$ cat src/rtl/div_pkg.sv
// Shared types and helpers for the sequential integer divider.
// Widths up to MAX_W are supported by the negate helper.
package div_pkg;

   typedef enum logic [1:0] {
      IDLE,
      CALC,
      FIX
   } state_t;

   localparam logic MODE_UNSIGNED = 1'b0;
   localparam logic MODE_SIGNED   = 1'b1;

   localparam int MAX_W = 64;

   // Two's-complement negate; callers zero-extend to MAX_W and truncate back.
   function automatic logic [MAX_W-1:0] negate(input logic [MAX_W-1:0] v);
      return ~v + MAX_W'(1);
   endfunction

endpackage

$ cat src/rtl/div_nr_step.sv
// One combinational non-restoring radix-2 iteration on {rem, qbits}.
module div_nr_step #(
   parameter int WIDTH = 32
) (
   input  logic signed [WIDTH:0]   rem,
   input  logic        [WIDTH-1:0] qbits,
   input  logic        [WIDTH-1:0] dvs,
   output logic signed [WIDTH:0]   rem_next,
   output logic        [WIDTH-1:0] qbits_next
);

   logic signed [WIDTH:0] shifted;
   logic signed [WIDTH:0] dvs_ext;

   // Dropping rem[WIDTH] in the shift is safe: the result always lands in [-d, d).
   assign shifted    = {rem[WIDTH-1:0], qbits[WIDTH-1]};
   assign dvs_ext    = {1'b0, dvs};
   assign rem_next   = rem[WIDTH] ? shifted + dvs_ext : shifted - dvs_ext;
   assign qbits_next = {qbits[WIDTH-2:0], ~rem_next[WIDTH]};

endmodule

$ cat src/rtl/div_seq.sv
// Iterative signed/unsigned divider: fixed WIDTH+1 edge latency, truncating
// toward zero, with explicit divide-by-zero reporting.
module div_seq
   import div_pkg::*;
#(
   parameter int WIDTH = 32
) (
   input  logic             clock,
   input  logic             reset,
   input  logic             start,
   input  logic             sign_mode,
   input  logic [WIDTH-1:0] dividend,
   input  logic [WIDTH-1:0] divisor,
   output logic             busy,
   output logic             done,
   output logic             div_zero,
   output logic [WIDTH-1:0] q,
   output logic [WIDTH-1:0] r
);

   localparam int CNT_W = $clog2(WIDTH);

   state_t state, state_next;
   logic [CNT_W-1:0] count;

   logic signed [WIDTH:0]   rem;
   logic signed [WIDTH:0]   rem_next;
   logic signed [WIDTH:0]   rem_fix;
   logic        [WIDTH-1:0] qbits, qbits_next;
   logic        [WIDTH-1:0] dvs_mag, dvd_raw;
   logic                    q_neg, r_neg, zero_div;

   logic                    dvd_neg, dvs_neg;
   logic        [WIDTH-1:0] dvd_mag_in, dvs_mag_in;
   logic        [WIDTH-1:0] q_fix, r_fix;

   // Operand magnitudes; |MIN| fits in WIDTH unsigned bits.
   assign dvd_neg    = (sign_mode == MODE_SIGNED) && dividend[WIDTH-1];
   assign dvs_neg    = (sign_mode == MODE_SIGNED) && divisor[WIDTH-1];
   assign dvd_mag_in = dvd_neg ? WIDTH'(negate(MAX_W'(dividend))) : dividend;
   assign dvs_mag_in = dvs_neg ? WIDTH'(negate(MAX_W'(divisor)))  : divisor;

   div_nr_step #(.WIDTH(WIDTH)) u_step (
      .rem        (rem),
      .qbits      (qbits),
      .dvs        (dvs_mag),
      .rem_next   (rem_next),
      .qbits_next (qbits_next)
   );

   // Fix-up: restore a negative remainder, then apply result signs.
   // Signed MIN / -1 needs no special path: |MIN| / 1 with a positive sign yields MIN, 0.
   assign rem_fix = rem[WIDTH] ? rem + $signed({1'b0, dvs_mag}) : rem;
   assign q_fix   = zero_div ? '1 :
                    (q_neg ? WIDTH'(negate(MAX_W'(qbits))) : qbits);
   assign r_fix   = zero_div ? dvd_raw :
                    (r_neg ? WIDTH'(negate(MAX_W'(rem_fix[WIDTH-1:0]))) : rem_fix[WIDTH-1:0]);

   always_ff @(posedge clock or posedge reset) begin
      if (reset) state <= IDLE;
      else       state <= state_next;
   end

   always_comb begin
      state_next = state;
      case (state)
         IDLE:    if (start) state_next = CALC;
         CALC:    if (count == CNT_W'(WIDTH-1)) state_next = FIX;
         FIX:     state_next = IDLE;
         default: state_next = IDLE;
      endcase
   end

   always_ff @(posedge clock or posedge reset) begin
      if (reset) begin
         count    <= '0;
         busy     <= 1'b0;
         done     <= 1'b0;
         div_zero <= 1'b0;
         q        <= '0;
         r        <= '0;
      end else begin
         done <= 1'b0;
         case (state)
            IDLE: if (start) begin
               busy  <= 1'b1;
               count <= '0;
            end
            CALC: count <= count + CNT_W'(1);
            FIX: begin
               busy     <= 1'b0;
               done     <= 1'b1;
               q        <= q_fix;
               r        <= r_fix;
               div_zero <= zero_div;
            end
            default: ;
         endcase
      end
   end

   // Datapath registers carry no reset; the FSM never consumes them before a capture.
   always_ff @(posedge clock) begin
      if (state == IDLE && start) begin
         rem      <= '0;
         qbits    <= dvd_mag_in;
         dvs_mag  <= dvs_mag_in;
         dvd_raw  <= dividend;
         q_neg    <= dvd_neg ^ dvs_neg;
         r_neg    <= dvd_neg;
         zero_div <= (divisor == '0);
      end else if (state == CALC) begin
         rem   <= rem_next;
         qbits <= qbits_next;
      end
   end

endmodule

$ cat config.mk
export PLATFORM = sky130hd
export DESIGN_NAME = div_seq
export DESIGN_NICKNAME = d
export VERILOG_FILES = /design/src/rtl/div_pkg.sv /design/src/rtl/div_nr_step.sv /design/src/rtl/div_seq.sv
export SDC_FILE = /design/constraint.sdc
export NUM_CORES = 1
export LEC_CHECK = 0
export CAP_MARGIN = 20
export CORE_MARGIN = 2
export CORE_UTILIZATION = 45
export CTS_CLUSTER_DIAMETER = 100
export DETAILED_ROUTE_END_ITERATION = 10
export DONT_BUFFER_PORTS = 1
export GPL_TIMING_DRIVEN = 1
export PLACE_DENSITY = 0.7
export SLEW_MARGIN = 20
export SYNTH_ARGS = -nofsm -noshare
export SYNTH_HDL_FRONTEND = slang
export SYNTH_SLANG_ARGS = --single-unit
$ cat constraint.sdc
create_clock -name clock -period 5.71 [get_ports clock]
set_input_delay 1.142 -clock clock [delete_from_list [all_inputs] [get_ports clock]]
set_output_delay 1.142 -clock clock [all_outputs]
set_load 0.02 [all_outputs]
==> impl_metrics.json <==
{
  "tritoncts": "built",
  "core_um2": 31300,
  "die_x_um": 182,
  "htreeDepth": 1,
  "first_pass_iters": 5,
  "power_frac_seq_pct": 28.4,
  "layout-drive-gt1-share_pct": 5.79,
  "die-area_um2": 33100,
  "ys_seq_elements": 206,
  "ys_types": 79,
  "combPwrFrac_pct": 55.5,
  "synthArstFlopShare_pct": 35.9,
  "setup_slack_ps": 672,
  "wl_met1_mm": 16.2,
  "placed_area_um2": 14600,
  "ant_nets": 0,
  "syn-mean-instance-area_um2": 8.83,
  "final_cells": 2010,
  "grt_max_degree": 75,
  "min_period_ps": 5040,
  "met2WireLength_mm": 18.3,
  "clockPowerShare_pct": 16.0,
  "worstRegToRegCells": 19,
  "clock_skew_ps": 10.5,
  "switching_share_pct": 45.2,
  "timing_hold_violations_final": 0,
  "fin_nets": 1729,
  "globalplace.congestion": 0.895,
  "critical_path_arrival_ps": 5290,
  "die_h_um": 182,
  "ir_drop_mv": 0.238,
  "cp_common_cell": "a21oi_1",
  "crit_chain": "inv_1 -> ha_1 -> nor3b_1 -> nor3b_1 -> nand2_1 -> nor4_1 -> a21oi_1 -> xor2_1 -> ha_1 -> a21o_1 -> a21o_1 -> a21oi_1 -> nor3b_1 -> o31ai_1 -> a31oi_1 -> a21oi_1 -> a21oi_1 -> xor2_1 -> o21ai_0",
  "worst-path-stages": 19,
  "wirelength_mm": 38.2,
  "r2r-end": "qbits[0]",
  "p_leak_uw": 0.00626,
  "synth_edf_count": 99,
  "rrSetupSlack_ps": 670,
  "grt_pass1_vias": 11800,
  "drt_iter0_drc": 726,
  "worstPathRequired_ps": 5960,
  "cap_viol_max_count": 0,
  "cts_setup_buffers": 0,
  "synth_ff_type": "edfxtp_1",
  "worstMarginPinSlew_ps": 996,
  "wl_met3_mm": 2.28,
  "syn_area_um2": 14200,
  "crit_fanout": 5,
  "synth_nets": 1752,
  "floorplan.initialDensity_pct": 45.5,
  "yosysSeqAreaShare_pct": 38.5,
  "slew_viol_final": 0,
  "cp_top_family": "simple AND/OR/NAND/NOR gates",
  "ys_warn_count": 0,
  "grt-ovfl-total": 0,
  "syn_inst": 1612,
  "crit_start": "dvs_mag[1]",
  "num-fill-cells": 2926,
  "grtUsageTotal_pct": 23.0,
  "setup_violations": 0,
  "via_per_inst": 5.92,
  "cp-start-kind": "flip-flop",
  "outcome": "finished, final reports clean",
  "slew_headroom_pct": 33.6,
  "cp_num_buf_inv": 1,
  "slowest_delay_ps": 520,
  "syn_to_final_growth_pct": 8.23,
  "clkLatencyLatePin_ps": 530,
  "crit_path_end_kind": "flip-flop",
  "io_buffers": 0,
  "p_sw_uw": 4130,
  "fin_area_um2": 15400,
  "num_vias": 11900,
  "rsz0062_at_grt": "false",
  "ctsResizeCount": 0,
  "crit_type": "flip-flop to flip-flop",
  "final_common_cell": "nand2_1",
  "grt_pass1_wl_mm": 61.7,
  "routed.top_layer": "met4",
  "placed_cells": 1964,
  "cts-root-buf": "clkbuf_16",
  "io_pins": 135,
  "r2r_start": "dvs_mag[1]",
  "clkTransAtPathRegs_ps": 60,
  "p_per_area_nw_per_um2": 594,
  "cts.sink_count": 206,
  "hold_path.class": "input pin to async pin",
  "fmax_ghz": 0.198,
  "place_hpwl_mm": 29.1,
  "mostFrequentLayoutCells": "nand2_1 (162), a21oi_1 (160), o21ai_0 (144), nor2_1 (130), xor2_1 (100)",
  "tns_ps": 0,
  "num_rows": 65,
  "routedWlPerCell_um": 19.0,
  "dp_slack_ps": 765,
  "p_int_uw": 5020,
  "ctsHoldBuffers": 0,
  "cts_made_buffers": 24,
  "slowest_stage": "nor3b_1",
  "antenna_found_initial": 1,
  "fin_total_pwr_uw": 9150,
  "clock_path_buffers": 3,
  "drc": 0,
  "fin_crit_sh_pct": 88.2
}
-- through the flow --
stage | hold slack [ps] | utilization [%]
2_1_floorplan | 449 | -
3_3_place_gp | 473 | 46.7
3_5_place_dp | 490 | 46.7
4_1_cts | 507 | 49.1
5_1_grt | 515 | 49.2
6_report | 512 | 49.2
-- Yosys cell counts, types with 12 or more instances --
master	count	area, µm²
or3_1	17	106
o21ai_0	144	721
and3_1	12	75.1
clkbuf_1	57	214
dfrtp_1	74	1850
dfxtp_1	33	661
nand2_1	163	612
o31ai_1	28	210
a31oi_1	24	150
xnor2_1	81	709
o211ai_1	14	105
a21o_1	33	248
nor2_1	131	492
edfxtp_1	99	2970
nor3_1	42	210
a21oi_1	160	801
mux2i_1	19	190
xor2_1	100	876
nand2b_1	19	119
o21a_1	13	97.6
nand3_1	34	170
ha_1	70	876
inv_1	50	188
-- state kept, by name, summed over array words and instances (netlist names) --
register,flops
done,1
busy,1
state,2
dvd_raw,32
q,32
r,32
count,5
q_neg,1
r_neg,1
dvs_mag,32
zero_div,1
rem,33
div_zero,1
qbits,32
-- worst max-delay path by stage --
stage               endpoint  slack, ps
floorplan           qbits[0]        430
global placement    qbits[0]        930
detailed placement  qbits[0]        760
CTS                 qbits[0]        670
global route        qbits[0]        170
finish              qbits[0]        670
-- cells by family (layout without fill, tap and decap cells) --
kind of cell    after synthesis  in the layout  synth area share [%]
compound gates              506            506                  21.8
simple gates                504            504                  17.2
flops                       206            206                  38.5
xor+xnor                    181            181                  11.1
buf+inv                     119            114                  3.16
fa+ha+maj                    72             72                  6.44
mux                          24             24                  1.73
other cells                   0              1                     0
-- routing by layer --
layer	vias up	GRT usage [%]
met5	-	0
met4	0	9.11
met3	83	4.69
met2	275	39.9
met1	5710	28.2
li1	5831	-
-- cell type report --
cell class                 count  area [µm²]  share of cell area (%)
multi-input combinational   1287        8310                    53.9
clock buffer                  32         671                    4.35
clock inverter                12        85.1                   0.552
antenna                        1        2.50                  0.0162
tap                          402         503                    3.27
sequential                   206        5490                    35.6
timing repair buffer          17         148                   0.958
inverter                      53         200                    1.30
-- power groups by stage --
stage	combinational [µW]	clock, µW	sequential (µW)
after detailed placement	5010	0	2630
after global placement	4910	0	2620
after floorplan	4030	0	2440
after global routing	5720	1560	2650
final	5080	1470	2600
after CTS	5040	1500	2600
Note: power is estimated with default switching activity, not from simulation.
